==> config.mk <==
export PLATFORM = sky130hd
export DESIGN_NAME = uart_rx_os_flat
export DESIGN_NICKNAME = d
export VERILOG_FILES = /design/src/rtl/uart_rx_os_if.sv /design/src/rtl/uart_rx_os.sv /design/src/flat_wrapper.sv
export SDC_FILE = /design/constraint.sdc
export NUM_CORES = 1
export LEC_CHECK = 0
export BUFFER_PORTS_ARGS = -buffer_cell sky130_fd_sc_hd__buf_2
export CORE_ASPECT_RATIO = 1.5
export CORE_MARGIN = 2
export CORE_UTILIZATION = 45
export DETAILED_ROUTE_END_ITERATION = 10
export PLACE_DENSITY = 0.67
export SLEW_MARGIN = 0
export SYNTH_ARGS = -nofsm -noshare
export SYNTH_HDL_FRONTEND = slang
export SYNTH_SLANG_ARGS = --single-unit
==> constraint.sdc <==
create_clock -name clk -period 4.2 [get_ports clk]
set_input_delay 0.63 -clock clk [delete_from_list [all_inputs] [get_ports clk]]
set_output_delay 0.63 -clock clk [all_outputs]
set_load 0.005 [all_outputs]
==> src/rtl/uart_rx_os_if.sv <==
// Receive-side bus bundle of the oversampling UART receiver: payload, constant address,
// write strobe, error pulses and busy flag.
interface uart_rx_os_if #(
   parameter int unsigned DATA_BITS = 8
);
   logic [DATA_BITS-1:0] data_out;
   logic [31:0]          address;
   logic                 we;
   logic                 parity_err;
   logic                 frame_err;
   logic                 busy;

   modport master (output data_out, address, we, parity_err, frame_err, busy);
   modport slave  (input  data_out, address, we, parity_err, frame_err, busy);
endinterface

==> src/rtl/uart_rx_os.sv <==
// Oversampling UART receiver: 2-flop synchroniser, tick divider, 2-of-3 majority vote per bit,
// optional parity, 1-2 stop bits and line-break recovery before new starts are accepted.
module uart_rx_os #(
   parameter int unsigned CLK_FREQ   = 1600000,
   parameter int unsigned BAUD       = 10000,
   parameter int unsigned OVERSAMPLE = 16,
   parameter int unsigned DATA_BITS  = 8,
   parameter int unsigned PARITY     = 2,
   parameter int unsigned STOP_BITS  = 1,
   parameter logic [31:0] ADDRESS    = 32'h0040_0100
) (
   input logic          clk,
   input logic          reset,
   input logic          rx_in,
   uart_rx_os_if.master bus
);
   localparam int unsigned DIV_RAW = CLK_FREQ / (BAUD * OVERSAMPLE);
   localparam int unsigned DIV     = (DIV_RAW < 1) ? 1 : DIV_RAW;
   localparam int unsigned DIV_W   = (DIV > 1) ? $clog2(DIV) : 1;
   localparam int unsigned TICK_W  = $clog2(OVERSAMPLE);

   localparam logic [DIV_W-1:0]  DIV_LAST  = DIV_W'(DIV - 1);
   localparam logic [TICK_W-1:0] TICK_A    = TICK_W'(OVERSAMPLE / 2 - 1);
   localparam logic [TICK_W-1:0] TICK_B    = TICK_W'(OVERSAMPLE / 2);
   localparam logic [TICK_W-1:0] TICK_C    = TICK_W'(OVERSAMPLE / 2 + 1);
   localparam logic [TICK_W-1:0] TICK_LAST = TICK_W'(OVERSAMPLE - 1);
   localparam logic [3:0]        DATA_LAST = 4'(DATA_BITS - 1);
   localparam logic [3:0]        STOP_LAST = 4'(STOP_BITS - 1);

   typedef enum logic [2:0] {StIdle, StStart, StData, StPar, StStop, StWaitHigh} state_e;

   state_e               state_q, state_d;
   logic [1:0]           sync_q;
   logic                 line_prev_q;
   logic [DIV_W-1:0]     div_q, div_d;
   logic [TICK_W-1:0]    tick_q, tick_d;
   logic [3:0]           bit_q, bit_d;
   logic [DATA_BITS-1:0] shift_q, shift_d;
   logic                 s0_q, s0_d, s1_q, s1_d;
   logic                 par_flag_q, par_flag_d, frame_flag_q, frame_flag_d;
   logic [DATA_BITS-1:0] data_q, data_d;
   logic                 we_q, we_d, perr_q, perr_d, ferr_q, ferr_d;

   logic line, tick, decide, vote, par_exp, frame_now;

   assign line      = sync_q[1];
   assign tick      = (state_q != StIdle) && (div_q == '0);
   assign decide    = tick && (tick_q == TICK_C);
   assign vote      = (s0_q & s1_q) | (s0_q & line) | (s1_q & line);
   assign par_exp   = (^shift_q) ^ (PARITY == 1);
   assign frame_now = frame_flag_q | ~vote;

   always_comb begin
      state_d      = state_q;
      div_d        = '0;
      tick_d       = tick_q;
      bit_d        = bit_q;
      shift_d      = shift_q;
      s0_d         = s0_q;
      s1_d         = s1_q;
      par_flag_d   = par_flag_q;
      frame_flag_d = frame_flag_q;
      data_d       = data_q;
      we_d         = 1'b0;
      perr_d       = 1'b0;
      ferr_d       = 1'b0;

      if (state_q != StIdle) div_d = (div_q == DIV_LAST) ? '0 : div_q + DIV_W'(1);
      if (tick) begin
         tick_d = (tick_q == TICK_LAST) ? '0 : tick_q + TICK_W'(1);
         if (tick_q == TICK_A) s0_d = line;
         if (tick_q == TICK_B) s1_d = line;
      end

      case (state_q)
         StIdle: begin
            if (!line && line_prev_q) begin
               state_d      = StStart;
               tick_d       = '0;
               bit_d        = '0;
               par_flag_d   = 1'b0;
               frame_flag_d = 1'b0;
            end
         end
         StStart: begin
            if (decide) state_d = vote ? StIdle : StData;
         end
         StData: begin
            if (decide) begin
               shift_d = {vote, shift_q[DATA_BITS-1:1]};
               if (bit_q == DATA_LAST) begin
                  bit_d   = '0;
                  state_d = (PARITY != 0) ? StPar : StStop;
               end else begin
                  bit_d = bit_q + 4'd1;
               end
            end
         end
         StPar: begin
            if (decide) begin
               if (vote != par_exp) par_flag_d = 1'b1;
               state_d = StStop;
            end
         end
         StStop: begin
            if (decide) begin
               frame_flag_d = frame_now;
               if (bit_q == STOP_LAST) begin
                  // Finish mid stop bit so an immediately following start edge is seen in idle
                  data_d  = shift_q;
                  we_d    = !par_flag_q && !frame_now;
                  perr_d  = par_flag_q;
                  ferr_d  = frame_now;
                  tick_d  = '0;
                  state_d = frame_now ? StWaitHigh : StIdle;
               end else begin
                  bit_d = bit_q + 4'd1;
               end
            end
         end
         StWaitHigh: begin
            // tick_q counts consecutive high samples; a low sample restarts the bit period
            if (tick) begin
               if (!line) tick_d = '0;
               else if (tick_q == TICK_LAST) state_d = StIdle;
            end
         end
         default: state_d = StIdle;
      endcase
   end

   always_ff @(posedge clk) begin
      if (reset) begin
         sync_q       <= 2'b11;
         line_prev_q  <= 1'b1;
         state_q      <= StIdle;
         div_q        <= '0;
         tick_q       <= '0;
         bit_q        <= '0;
         shift_q      <= '0;
         s0_q         <= 1'b0;
         s1_q         <= 1'b0;
         par_flag_q   <= 1'b0;
         frame_flag_q <= 1'b0;
         data_q       <= '0;
         we_q         <= 1'b0;
         perr_q       <= 1'b0;
         ferr_q       <= 1'b0;
      end else begin
         sync_q       <= {sync_q[0], rx_in};
         line_prev_q  <= line;
         state_q      <= state_d;
         div_q        <= div_d;
         tick_q       <= tick_d;
         bit_q        <= bit_d;
         shift_q      <= shift_d;
         s0_q         <= s0_d;
         s1_q         <= s1_d;
         par_flag_q   <= par_flag_d;
         frame_flag_q <= frame_flag_d;
         data_q       <= data_d;
         we_q         <= we_d;
         perr_q       <= perr_d;
         ferr_q       <= ferr_d;
      end
   end

   assign bus.data_out   = data_q;
   assign bus.address    = ADDRESS;
   assign bus.we         = we_q;
   assign bus.parity_err = perr_q;
   assign bus.frame_err  = ferr_q;
   assign bus.busy       = (state_q != StIdle);
endmodule

==> src/flat_wrapper.sv <==
// flat-port wrapper written by rule: the top's interface ports become plain ports
module uart_rx_os_flat 
#(
   parameter int unsigned CLK_FREQ   = 1600000,
   parameter int unsigned BAUD       = 10000,
   parameter int unsigned OVERSAMPLE = 16,
   parameter int unsigned DATA_BITS  = 8,
   parameter int unsigned PARITY     = 2,
   parameter int unsigned STOP_BITS  = 1,
   parameter logic [31:0] ADDRESS    = 32'h0040_0100
)
  (clk, reset, rx_in, bus_data_out, bus_address, bus_we, bus_parity_err, bus_frame_err, bus_busy);
  uart_rx_os_if #(.DATA_BITS(DATA_BITS)) bus_i ();
  input logic clk;
  input logic reset;
  input logic rx_in;
  output wire logic [$bits(bus_i.data_out)-1:0] bus_data_out;
  output wire logic [$bits(bus_i.address)-1:0] bus_address;
  output wire logic [$bits(bus_i.we)-1:0] bus_we;
  output wire logic [$bits(bus_i.parity_err)-1:0] bus_parity_err;
  output wire logic [$bits(bus_i.frame_err)-1:0] bus_frame_err;
  output wire logic [$bits(bus_i.busy)-1:0] bus_busy;
  assign bus_data_out = bus_i.data_out;
  assign bus_address = bus_i.address;
  assign bus_we = bus_i.we;
  assign bus_parity_err = bus_i.parity_err;
  assign bus_frame_err = bus_i.frame_err;
  assign bus_busy = bus_i.busy;
  uart_rx_os #(.CLK_FREQ(CLK_FREQ), .BAUD(BAUD), .OVERSAMPLE(OVERSAMPLE), .DATA_BITS(DATA_BITS), .PARITY(PARITY), .STOP_BITS(STOP_BITS), .ADDRESS(ADDRESS)) u_core (.clk(clk), .reset(reset), .rx_in(rx_in), .bus(bus_i));
endmodule
Word level (Yosys, flattened, before mapping)
Cells that the tools add are included.
- register bits after elaboration: 41
- input port bits: 3
- output and inout port bits: 44
- logic and storage cells: 111
- $add $sub $neg: 3
- equal/unequal tests: 24
- mux-type cells: 33
- bitwise gates (word level): 11
- reductions and logical operators: 25
- operators with widths (operator ; count):
    $mux W4 ; 12
    $mux W3 ; 11
    $pmux W4 S3 ; 2
    $ne A2 B1 Y1 const B ; 11
    $pmux W3 S6 ; 1
    $eq A4 B4 Y1 const B ; 4
    $add A4 B1 Y4 const B ; 3
    $reduce_and A10 Y1 ; 1
    $eq A4 B3 Y1 const B ; 2
    $logic_not A4 Y1 ; 2
    $reduce_xor A8 Y1 ; 1
    $eq A3 B2 Y1 const B ; 2
    $eq A3 B3 Y1 const B ; 2
    $reduce_and A2 Y1 ; 3
    $reduce_and A3 Y1 ; 2
    $reduce_bool A3 Y1 ; 2
    $not A1 Y1 ; 5
    $reduce_and A5 Y1 ; 1
    $logic_and A1 B1 Y1 ; 4
    $mux W1 ; 4
    $pmux W1 S2 ; 2
    $reduce_and A4 Y1 ; 1
    $reduce_bool A2 Y1 ; 2
    $reduce_or A4 Y1 ; 1
    other kinds (9) ; 15

Depth between registers and ports, before layout
Gate-level depths: netlist of run 1.
- word-level depth: 9
- gate-level depth with buffers: 9
- depth with buffers taken out: 7

Worst setup path after synthesis of run 1
No wires, ideal clock.
- path type: reg-to-reg
- start point: register u_core.div_q[0]
- end point: register u_core.bit_q[1]
- setup time: 0.070 ns
- arrival time: 1.898 ns
- data required time: 4.130 ns
- setup slack: 2.232 ns
- stages on the path, launching flop included: 8
- path buffers: 0
- period minus slack after synthesis: 1.968 ns
- path through: dfxtp_1 inv_1 ha_1 nor3b_4 nand3_2 a221o_1 or4b_1 a21oi_1
- cells in the longest elaborated chain, start to end: 5
- elaborated cells on any way between the ends: 6
- those cells by class: 2 x eq/ne; 4 x reduce/logical
- ends and longest elaborated chain (what ; RTL line ; source):
    from (decl) ; uart_rx_os.sv:35 ; logic [DIV_W-1:0] div_q, div_d;
    from (signal assigned) ; uart_rx_os.sv:153 ; div_q <= div_d;
    $logic_not A4 Y1 * ; uart_rx_os.sv:47 ; assign tick = (state_q != StIdle) && (div_q == '0);
    $logic_and A1 B1 Y1 * ; uart_rx_os.sv:47 ;
    $logic_and A1 B1 Y1 * ; uart_rx_os.sv:48 ; assign decide = tick && (tick_q == TICK_C);
    $ne A2 B1 Y1 (no source line) ; n/a ;
    $reduce_and A5 Y1 (no source line) * ; n/a ;
    to (signal assigned) ; uart_rx_os.sv:155 ; bit_q <= bit_d;
    to (decl) ; uart_rx_os.sv:37 ; logic [3:0] bit_q, bit_d;
Every way passes the cells marked *; elsewhere a longest branch is shown, timed or not.
A chain may end at the register's enable or synchronous reset.

Final worst setup path of run 1
- start point: register u_core.div_q[0]
- end point: register u_core.data_q[6], in the netlist u_core.bus.data_out[6]
- cells in the longest elaborated chain, start to end: 4
- ends and longest elaborated chain (what ; RTL line ; source):
    $logic_not A4 Y1 ; uart_rx_os.sv:47 ;
    $logic_and A1 B1 Y1 ; uart_rx_os.sv:47 ;
    $logic_and A1 B1 Y1 ; uart_rx_os.sv:48 ;
    $reduce_and A3 Y1 (no source line) ; n/a ;
    to (signal assigned) ; uart_rx_os.sv:161 ; data_q <= data_d;
    to (decl) ; uart_rx_os.sv:41 ; logic [DATA_BITS-1:0] data_q, data_d;
No other way between the ends.

==> impl_metrics.toml, run 1 <==
[run_status]
status = "complete, no violations"

[detailed_routing]
dr.pass1.iters = 4
route.detailed.drc = 0
num_vias = 1584
post_drt_via_cell_ratio = 4.87
routedWlPerCell_um = 11.5
drtIter0Drc = 36
ant_nets = 0
finalWirelength_um = 3750

[clock_network]
cts.htree.levels = 2
cts_made_buffers = 5
cts_tree = "built"
ctsHoldBuffers = 0
clockBufferDepth = 2
clk_pin_slew_ns = 0.08
clock_sinks = 41
clock-root-buffer = "clkbuf_8"
cts_setup_buffers = 0
clk_latency_ns = 0.29
cts_resized = 0

[synthesis]
avgSynthCellArea_um2 = 8.81
synth_flop_cell = "dfxtp_1"
ys_top_cells_by_area = "dfxtp_1 37%, buf_4 11%, mux2i_1 8.6%, nor2_1 5.5%, ha_1 4.5%"
syn_inst = 250
synth_area_um2 = 2200
synth_edf_count = 0
synth_top_area_share_pct = 37.3
ys_warn_count = 0
synth-seq-cells = 41
post_synth_num_cell_types = 44
synth_area_leader_cell = "dfxtp_1"
yosysSeqAreaShare_pct = 37.3
synthArstFlopShare_pct = 0

[finish]
syn_to_final_growth_pct = 3.35
final_cell_mix = "41 x dfxtp_1, 32 x nor2_1, 32 x conb_1"
final_common_cell = "dfxtp_1"
drive_gt1_share_pct = 10.4
nets = 269
diodes = 0

[sta]
fmax_mhz = 440
fin_hold_ws_ns = 0.414
drv_slew = 0
tightest_slew_ns = 0.666
tns_ns = 0
rsz0062_at_grt = "no"
final_min_period_over_clock_period_pct = 54.1
maxSlewHeadroom_pct = 55.5
finalSetupViolations = 0
fin_crit_ns = 2.27
hold_violations = 0
fin_skew_ns = 0.00255

[worst_setup_path]
path_depth = 7
cpPeakStageDelay_ns = 0.55
worstSetupStartpoint = "u_core.div_q[0]$_SDFF_PP0_"
r2r_start = "u_core.div_q[0]$_SDFF_PP0_"
worstReg2RegEnd = "u_core.bus.data_out[6]$_SDFFE_PP0P_"
reg2reg_slack_ns = 1.93
endpoint = "u_core.bus.data_out[6]$_SDFFE_PP0P_"
endpoint_kind = "flip-flop"
crit_family = "simple AND/OR/NAND/NOR gates"
cp.arrival_ns = 2.44
path_buf_inv = 1
required_ns = 4.37
crit_chain = "inv_1 > ha_1 > nor3b_4 > and3_1 > nand4_1 > mux2i_1 > nor2_1"
crit_type = "flip-flop to flip-flop"
worst-r2r-cell-count = 7
crit_fanout = 11
start_kind = "flip-flop"
cp_slowest_cell = "nand4_1"

[floorplanning]
die_area_um2 = 5480
io_pins = 47
rows = 31
die_x_um = 61.1
initial_core_util_pct = 46.2
die_y_um = 89.7
fp.coreArea_um2 = 4770

[global_route]
grt_max_degree = 37
antenna_found_initial = 0
grt_overflow = 0
grt_pass1_wl_um = 6100
grt_pass1_vias = 1401
globalRouteTotalUtil_pct = 14.8

[power_and_ir_drop]
vdd_drop_max_mv = 0.256
p_leak_nw = 1.03
p_per_area_nw_per_um2 = 321

[place]
globalplace.congestion = 0.828
dp_hpwl_um = 2700
placement.io_buffers = 14

[hold_path]
hp-class = "flip-flop to flip-flop"

[flow_run]
drv_cap = 0
-- routing by layer --
metal  vias up  part of all wire [%]  GRT usage [%]
met5         -                     0              0
met4         0                   2.2           7.31
met3         8                   4.5           3.58
met2        45                    52           26.0
met1       731                    41           16.2
li1        800                     -              -
-- synth_stat cells (3+ instances only) --
cell and n:
nor3b_1 4, a21oi_1 12, o21ai_0 4, nor4_1 4, a31oi_1 5, buf_4 32
xnor2_1 8, mux2i_1 19, clkbuf_1 6, nand2_1 10, nor2_1 32, xor2_1 3
inv_1 12, dfxtp_1 41, buf_2 5, nand2b_1 4, nand4_1 4, nand3_1 3
ha_1 8
-- worst register-to-register path, delay by kind of cell (launching register included) --
kind          cells  cell delay [ns]
simple gates      4             1.23
flops             1             0.36
mux               1             0.34
fa+ha+maj         1             0.14
buf+inv           1             0.07
-- kinds of logic (layout without fill, tap and decap cells) --
kind of cell,Yosys count,count (layout),share of synthesized area (%)
simple gates,80,80,19.9
buf+inv,55,34,15.1
flops,41,41,37.3
compound gates,33,33,9.38
mux,19,19,8.64
xor+xnor,11,11,4.38
fa+ha+maj,9,9,5.00
other cells,2,32,0.341
-- report_power, final --
group | internal, mW | total [mW] | switching (mW)
Clock | 0.133 | 0.276 | 0.142
Sequential | 0.393 | 0.402 | 0.00890
Combinational | 0.0169 | 0.0525 | 0.0356
-- flip-flops by register name, indices dropped and copies added (netlist names), 2 cells and up --
| register | cells |
|---|---|
| u_core.bit_q | 4 |
| u_core.shift_q | 8 |
| u_core.tick_q | 4 |
| u_core.state_q | 3 |
| u_core.div_q | 4 |
| u_core.sync_q | 2 |
| u_core.bus.data_out | 8 |
-- how the worst min path moves through the flow --
stage / startpoint / to / slack, ns / depth (start not counted)
after floorplan: u_core.sync_q[0]$_SDFF_PP1_ / u_core.sync_q[1]$_SDFF_PP1_ / 0.39 / 1
after global placement: u_core.sync_q[0]$_SDFF_PP1_ / u_core.sync_q[1]$_SDFF_PP1_ / 0.39 / 1
after detailed placement: u_core.sync_q[0]$_SDFF_PP1_ / u_core.sync_q[1]$_SDFF_PP1_ / 0.40 / 1
after CTS: u_core.sync_q[0]$_SDFF_PP1_ / u_core.sync_q[1]$_SDFF_PP1_ / 0.42 / 1
after global routing: u_core.sync_q[0]$_SDFF_PP1_ / u_core.sync_q[1]$_SDFF_PP1_ / 0.45 / 1
final: u_core.sync_q[0]$_SDFF_PP1_ / u_core.sync_q[1]$_SDFF_PP1_ / 0.41 / 1
-- through the flow --
step | power, mW | setup WS (ns) | utilization, % | cells | area, µm²
2_1_floorplan | 0.476 | 2.23 | - | 280 | 2310
3_3_place_gp | 0.462 | 1.96 | 45.7 | 317 | 2180
3_5_place_dp | 0.463 | 1.89 | 45.7 | 317 | 2180
4_1_cts | 0.736 | 1.88 | 47.7 | 325 | 2280
5_1_grt | 0.760 | 1.65 | 47.7 | 325 | 2280
6_report | 0.730 | 1.93 | 47.7 | 325 | 2280
-- layout make-up --
type                    count  area (µm²)
fillers                   476        2490
multi-input cells         184        1160
flip-flops and latches     41         821
clock buffers               6        82.6
well taps                  66        82.6
repair buffers             14        70.1
inverters                  12        45.0
clock inverters             2        13.8
Note: power is estimated with default switching activity, not from simulation.
==> inputs of run 2 (changes only) <==
--- a/config.mk
+++ b/config.mk
@@ -5,12 +5,13 @@
 export SDC_FILE = /design/constraint.sdc
 export NUM_CORES = 1
 export LEC_CHECK = 0
+export ABC_AREA = 1
 export BUFFER_PORTS_ARGS = -buffer_cell sky130_fd_sc_hd__buf_2
 export CORE_ASPECT_RATIO = 1.5
 export CORE_MARGIN = 2
 export CORE_UTILIZATION = 45
 export DETAILED_ROUTE_END_ITERATION = 10
-export PLACE_DENSITY = 0.67
+export PLACE_DENSITY = 0.69
 export SLEW_MARGIN = 0
 export SYNTH_ARGS = -nofsm -noshare
 export SYNTH_HDL_FRONTEND = slang
==> constraint.sdc (replaced) <==
create_clock -name clk -period 2 [get_ports clk]
set_input_delay 0.3 -clock clk [delete_from_list [all_inputs] [get_ports clk]]
set_output_delay 0.3 -clock clk [all_outputs]
set_load 0.005 [all_outputs]
==> run 2 against run 1 <==
  * Count of clock-buffer cells in the layout increased by 1
  * Via count increased by 21%
  * Clock skew increased by 0.0042 ns
  * Utilization grew 1.1 points
  * Routed wire length is 12% higher
  * Synthesized cell count rose by 31%
  * First-iteration DRC count decreased by 5.6%
  * Global-route usage grew 1.0 points
  * Die area grew 5.3%
  * Worst hold slack worse by 0.21 ns
  * Largest power group is now combinational cells
==> impl_metrics.toml, run 2 <==
[synthesis]
post_synth_num_cell_types = 29
syn_inst = 327
avgSynthCellArea_um2 = 7.11
synth_area_leader_cell = "dfxtp_1"
yosysSeqAreaShare_pct = 35.3
yosysMostFrequentCell = "nand2_1"
ys_warn_count = 0
ys_top_cells_by_area = "dfxtp_1 35%, nand2_1 12%, buf_4 11%, a21oi_1 6.0%, inv_1 5.8%"
synth_edf_count = 0
synth-seq-cells = 41
synth_top_area_share_pct = 35.3
synth_common_cells = "73 x nand2_1, 41 x dfxtp_1, 36 x inv_1"
synth_area_um2 = 2320
synth_flop_cell = "dfxtp_1"
synthArstFlopShare_pct = 0

[clock_network]
clk_pin_slew_ns = 0.07
clk_latency_ns = 0.29
clockBufferDepth = 2
cts_made_buffers = 5
clock-root-buffer = "clkbuf_8"
clock_sinks = 41
cts.htree.levels = 2
cts_resized = 0
cts_setup_buffers = 0
ctsHoldBuffers = 0
cts_tree = "built"

[floorplanning]
die_area_um2 = 5770
rows = 32
io_pins = 47
die_x_um = 62.7
die_y_um = 92.0
fp.coreArea_um2 = 5040
initial_core_util_pct = 46.1

[worst_setup_path]
endpoint_kind = "flip-flop"
crit_type = "flip-flop to flip-flop"
cp.arrival_ns = 1.81
crit_chain = "inv_1 > ha_1 > inv_1 > nor2_1 > nand3_4 > nand2_1 > nand2_2 > nor2_4 > nand2_1 > o21ai_0 > nor2_1"
worstReg2RegEnd = "u_core.bit_q[1]$_SDFFE_PP0P_"
crit_family = "simple AND/OR/NAND/NOR gates"
path_buf_inv = 2
cpPeakStageDelay_ns = 0.32
cp_slowest_cell = "dfxtp_1"
r2r_start = "u_core.tick_q[1]$_SDFF_PP0_"
crit_fanout = 7
required_ns = 2.18
reg2reg_slack_ns = 0.37
start_kind = "flip-flop"
worst-r2r-cell-count = 11

[hold_path]
min_path_cells = 2
hp-class = "input pin to flip-flop"
min_from = "rx_in"
hold_end = "u_core.sync_q[0]$_SDFF_PP1_"

[sta]
hold_violations = 0
tns_ns = 0
rsz0062_at_grt = "no"
final_min_period_over_clock_period_pct = 81.7
finalSetupViolations = 0
drv_slew = 0
fin_skew_ns = 0.00674
fmax_mhz = 612
fin_crit_ns = 1.63

[detailed_routing]
finalWirelength_um = 4180
routedWlPerCell_um = 10.1
route.detailed.drc = 0
dr.pass1.iters = 4
num_vias = 1910
ant_nets = 0
drtIter0Drc = 34
post_drt_via_cell_ratio = 4.62

[finish]
diodes = 0
syn_to_final_growth_pct = 5.92
final_common_cell = "nand2_1"
nets = 355
drive_gt1_share_pct = 12.8
multiInputGateArea_um2 = 1190
final_area_um2 = 2460
fillCellCount = 522
regArea_um2 = 821
final_cell_mix = "73 x nand2_1, 41 x dfxtp_1, 36 x inv_1"

[power_and_ir_drop]
vdd_drop_max_mv = 0.726
p_leak_nw = 1.15
power.total_mw = 2.87
p_per_area_nw_per_um2 = 1170

[place]
placement.io_buffers = 14
postPlaceCellArea_um2 = 2350
globalplace.congestion = 0.885
dp_hpwl_um = 3240

[global_route]
grt_overflow = 0
grt_pass1_wl_um = 7360
globalRouteTotalUtil_pct = 15.8
antenna_found_initial = 0
grt_pass1_vias = 1766
grt_max_degree = 18

[flow_run]
drv_cap = 0

[run_status]
status = "complete, no violations"
[run 2: changes by cell type after synthesis, sizes merged, moves of 5 or more]
cell   change
nand2     +67
inv       +27
o21ai     +24
mux2i     -19
a21oi     +17
nand3      +9
nor3       +9
xnor2      -7
nor3b      -6
a31oi      -5
[run 2: cells by family (layout without fill, tap and decap cells)]
| logic type | after synthesis | count (layout) | share of synthesized area [%] |
|---|---|---|---|
| other cells | 2 | 32 | 0.323 |
| flops | 41 | 41 | 35.3 |
| xor+xnor | 5 | 5 | 1.88 |
| buf+inv | 77 | 65 | 18.2 |
| compound gates | 59 | 59 | 13.1 |
| simple gates | 135 | 135 | 26.9 |
| fa+ha+maj | 8 | 8 | 4.31 |
[run 2: worst max path at each step]
stage,start,end,cells past startpoint
floorplan,u_core.tick_q[1]$_SDFF_PP0_,u_core.bit_q[1]$_SDFFE_PP0P_,11
global placement,u_core.tick_q[1]$_SDFF_PP0_,u_core.bit_q[1]$_SDFFE_PP0P_,11
detailed placement,u_core.tick_q[1]$_SDFF_PP0_,u_core.state_q[2]$_SDFFE_PP0P_,11
CTS,u_core.tick_q[1]$_SDFF_PP0_,u_core.state_q[2]$_SDFFE_PP0P_,11
global route,u_core.tick_q[1]$_SDFF_PP0_,u_core.state_q[1]$_SDFFE_PP0P_,11
finish,u_core.tick_q[1]$_SDFF_PP0_,u_core.bit_q[1]$_SDFFE_PP0P_,11
[run 2: power breakdown]
part / internal (mW) / leakage (nW) / total, mW / switching [mW]
clock network: 0.407 / 0.0585 / 0.681 / 0.274
logic: 0.378 / 0.756 / 1.19 / 0.808
registers: 0.901 / 0.332 / 1.01 / 0.105
total: 1.69 / 1.15 / 2.87 / 1.19
[run 2: stage by stage]
stage	util, %	instances	hold slack, ns	worst slack [ns]
6_report	48.8	413	0.203	0.366
5_1_grt	48.8	413	0.206	0.174
4_1_cts	48.8	413	0.196	0.352
3_5_place_dp	46.5	405	0.399	0.367
3_3_place_gp	46.5	405	0.395	0.406
2_1_floorplan	-	357	0.389	0.497
[run 2: area by class of cell]
| type | instances | share of cell area, % |
|---|---|---|
| Multi-Input combinational cell | 239 | 48.5 |
| Sequential cell | 41 | 33.3 |
| Inverter | 39 | 5.95 |
| Tap cell | 68 | 3.46 |
| Clock inverter | 1 | 1.22 |
| Clock buffer | 7 | 3.51 |
| Timing Repair Buffer | 18 | 4.07 |
[run 2: routing by layer]
layer | routed length (µm) | vias up | track usage [%]
met2 | 2260 | 34 | 30.3
li1 | - | 1005 | -
met3 | 107 | 8 | 2.21
met4 | 113 | 0 | 8.52
met1 | 1700 | 863 | 16.3
met5 | 0 | - | 0
==> inputs of run 3 (changes only) <==
==> constraint.sdc (replaced) <==
create_clock -name clk -period 1.4 [get_ports clk]
set_input_delay 0.21 -clock clk [delete_from_list [all_inputs] [get_ports clk]]
set_output_delay 0.21 -clock clk [all_outputs]
set_load 0.005 [all_outputs]
==> run 3 against run 2 <==
  * The run now ends with setup timing left
  * Die area stayed put
  * Non-clock buffer count is 37 higher
  * Flip-flop and latch count stayed put
  * Design area is 22% higher
  * Largest cell class unchanged
  * Sequential power is 46% higher
  * Maximum frequency is 11% higher
  * Combinational power is 140% higher
==> impl_metrics.toml, run 3 (synthesized netlist as in run 2, its figures left out) <==
[run_status]
status = "finished with violations"
violations = "setup timing"

[global_route]
grt_pass1_wl_um = 8160
grt_pass1_vias = 1963
grt_overflow = 0
antenna_found_initial = 0
grt_max_degree = 21
globalRouteTotalUtil_pct = 17.6

[worst_setup_path]
crit_type = "flip-flop to flip-flop"
cp_slowest_cell = "dfxtp_2"
worstReg2RegEnd = "u_core.shift_q[2]$_SDFFE_PP0P_"
r2r_start = "u_core.tick_q[1]$_SDFF_PP0_"
required_ns = 1.63
worst-r2r-cell-count = 10
crit_fanout = 8
reg2reg_slack_ns = -0.07
endpoint_kind = "flip-flop"
start_kind = "flip-flop"
cp.arrival_ns = 1.71
cpPeakStageDelay_ns = 0.33
crit_chain = "inv_2 > ha_4 > inv_2 > nor2_4 > nand3_4 > buf_4 > nor2_4 > buf_6 > o21ai_0 > a21oi_1"

[flow_run]
drv_cap = 0

[clock_network]
cts_tree = "built"
clockBufferDepth = 2
clk_pin_slew_ns = 0.08
clock_sinks = 41
clk_latency_ns = 0.30
clock-root-buffer = "clkbuf_8"
cts.htree.levels = 2
cts_made_buffers = 5

[sta]
tns_ns = -1.07
fmax_mhz = 679
fin_crit_ns = 1.47
hold_violations = 0
drv_slew = 0
fin_skew_ns = 0.00592
finalSetupViolations = 30
final_min_period_over_clock_period_pct = 105
layout_setup_ws_ns = -0.0731
rsz0062_at_grt = "yes"

[detailed_routing]
met3_length_um = 122
ant_nets = 0
routedWlPerCell_um = 11.2
drtIter0Drc = 30
route.detailed.drc = 0
num_vias = 2100
wl_met1_um = 1980
routed.top_layer = "met4"
post_drt_via_cell_ratio = 4.67
dr.pass1.iters = 4
dr_wl_met2_um = 2790
finalWirelength_um = 5040

[power_and_ir_drop]
vdd_drop_max_mv = 0.986
p_per_area_nw_per_um2 = 1800
p_leak_nw = 1.40

[floorplanning]
initial_core_util_pct = 46.1
die_area_um2 = 5770
fp.coreArea_um2 = 5040
rows = 32
die_x_um = 62.7
die_y_um = 92.0
io_pins = 47

[place]
globalplace.congestion = 0.884
placement.io_buffers = 14
dp_hpwl_um = 3590
postPlaceCellArea_um2 = 2670

[finish]
diodes = 0
final_cell_mix = "61 x nand2_1, 34 x buf_4, 32 x conb_1, 32 x dfxtp_1, 29 x inv_1"
drive_gt1_share_pct = 33.8
final_area_um2 = 3000
final_common_cell = "nand2_1"
syn_to_final_growth_pct = 28.8
nets = 392

[hold_path]
hold_end = "u_core.sync_q[0]$_SDFF_PP1_"
min_from = "rx_in"
min_path_cells = 2
hp-class = "input pin to flip-flop"
## run 3: changes by cell type in the layout (fill, tap and decap cells not counted), sizes merged
| cell | before | now |
|---|---|---|
| clkbuf | 7 | 6 |
| buf | 18 | 55 |
| clkinvlp | 0 | 1 |
## run 3: routing by layer
layer  vias up  track usage [%]
met4         0             9.44
met2        42             34.4
li1       1085                -
met1       960             17.7
met3        13             1.84
met5         -                0
## run 3: how the worst max path moves through the flow
stage | from | to | depth (start not counted) | slack, ns
floorplan | u_core.div_q[3]$_SDFF_PP0_ | u_core.bus.data_out[0]$_SDFFE_PP0P_ | 8 | 0.0007
global placement | u_core.bit_q[1]$_SDFFE_PP0P_ | u_core.state_q[2]$_SDFFE_PP0P_ | 10 | -0.13
detailed placement | u_core.bit_q[1]$_SDFFE_PP0P_ | u_core.state_q[2]$_SDFFE_PP0P_ | 10 | -0.14
CTS | u_core.tick_q[1]$_SDFF_PP0_ | u_core.state_q[2]$_SDFFE_PP0P_ | 11 | -0.07
global route | u_core.tick_q[1]$_SDFF_PP0_ | u_core.state_q[2]$_SDFFE_PP0P_ | 11 | -0.19
finish | u_core.tick_q[1]$_SDFF_PP0_ | u_core.shift_q[2]$_SDFFE_PP0P_ | 10 | -0.07
## run 3: critical path: cells and delay by family (launching register included)
| family | cells | cell delay [ns] |
|---|---|---|
| buffers and inverters | 4 | 0.42 |
| adder cells (fa/ha/maj) | 1 | 0.13 |
| flip-flops | 1 | 0.33 |
| AO/OA/AOI/OAI | 2 | 0.21 |
| AND/OR/NAND/NOR | 3 | 0.32 |
## run 3: cell type report
type | instances | area (µm²)
fill | 465 | 2050
tap | 68 | 85.1
clock inverter | 2 | 37.5
sequential | 41 | 842
multi-input combinational | 239 | 1370
inverter | 39 | 149
clock buffer | 6 | 82.6
timing repair buffer | 55 | 430
## run 3: stage by stage
step                      utilization (%)  power (mW)  setup slack, ns  hold slack (ns)  cells
final                                59.4        5.39          -0.0731           0.0892    450
after global routing                 59.4        5.75           -0.188           0.0967    450
after CTS                            56.2        4.99          -0.0660           0.0890    443
after detailed placement             52.9        3.89           -0.142            0.398    435
after global placement               52.9        3.84           -0.129            0.395    435
after floorplan                         -        3.00         0.000670            0.314    357
## run 3: timing repair
action                                 CTS  global route
hold buffers                             0             0
setup endpoints to repair               33            35
pin swaps                                6            16
cloned                                   0             0
gates resized for setup                 24            36
setup buffers                            0             7
endpoints found under the hold margin    0             0
## run 3: power breakdown
part           switching, mW  leakage, nW  total, mW  internal [mW]
Clock                  0.433       0.0574       1.01          0.580
Combinational           1.61         1.01       2.91           1.30
Sequential             0.138        0.337       1.47           1.33
Total                   2.19         1.40       5.39           3.20
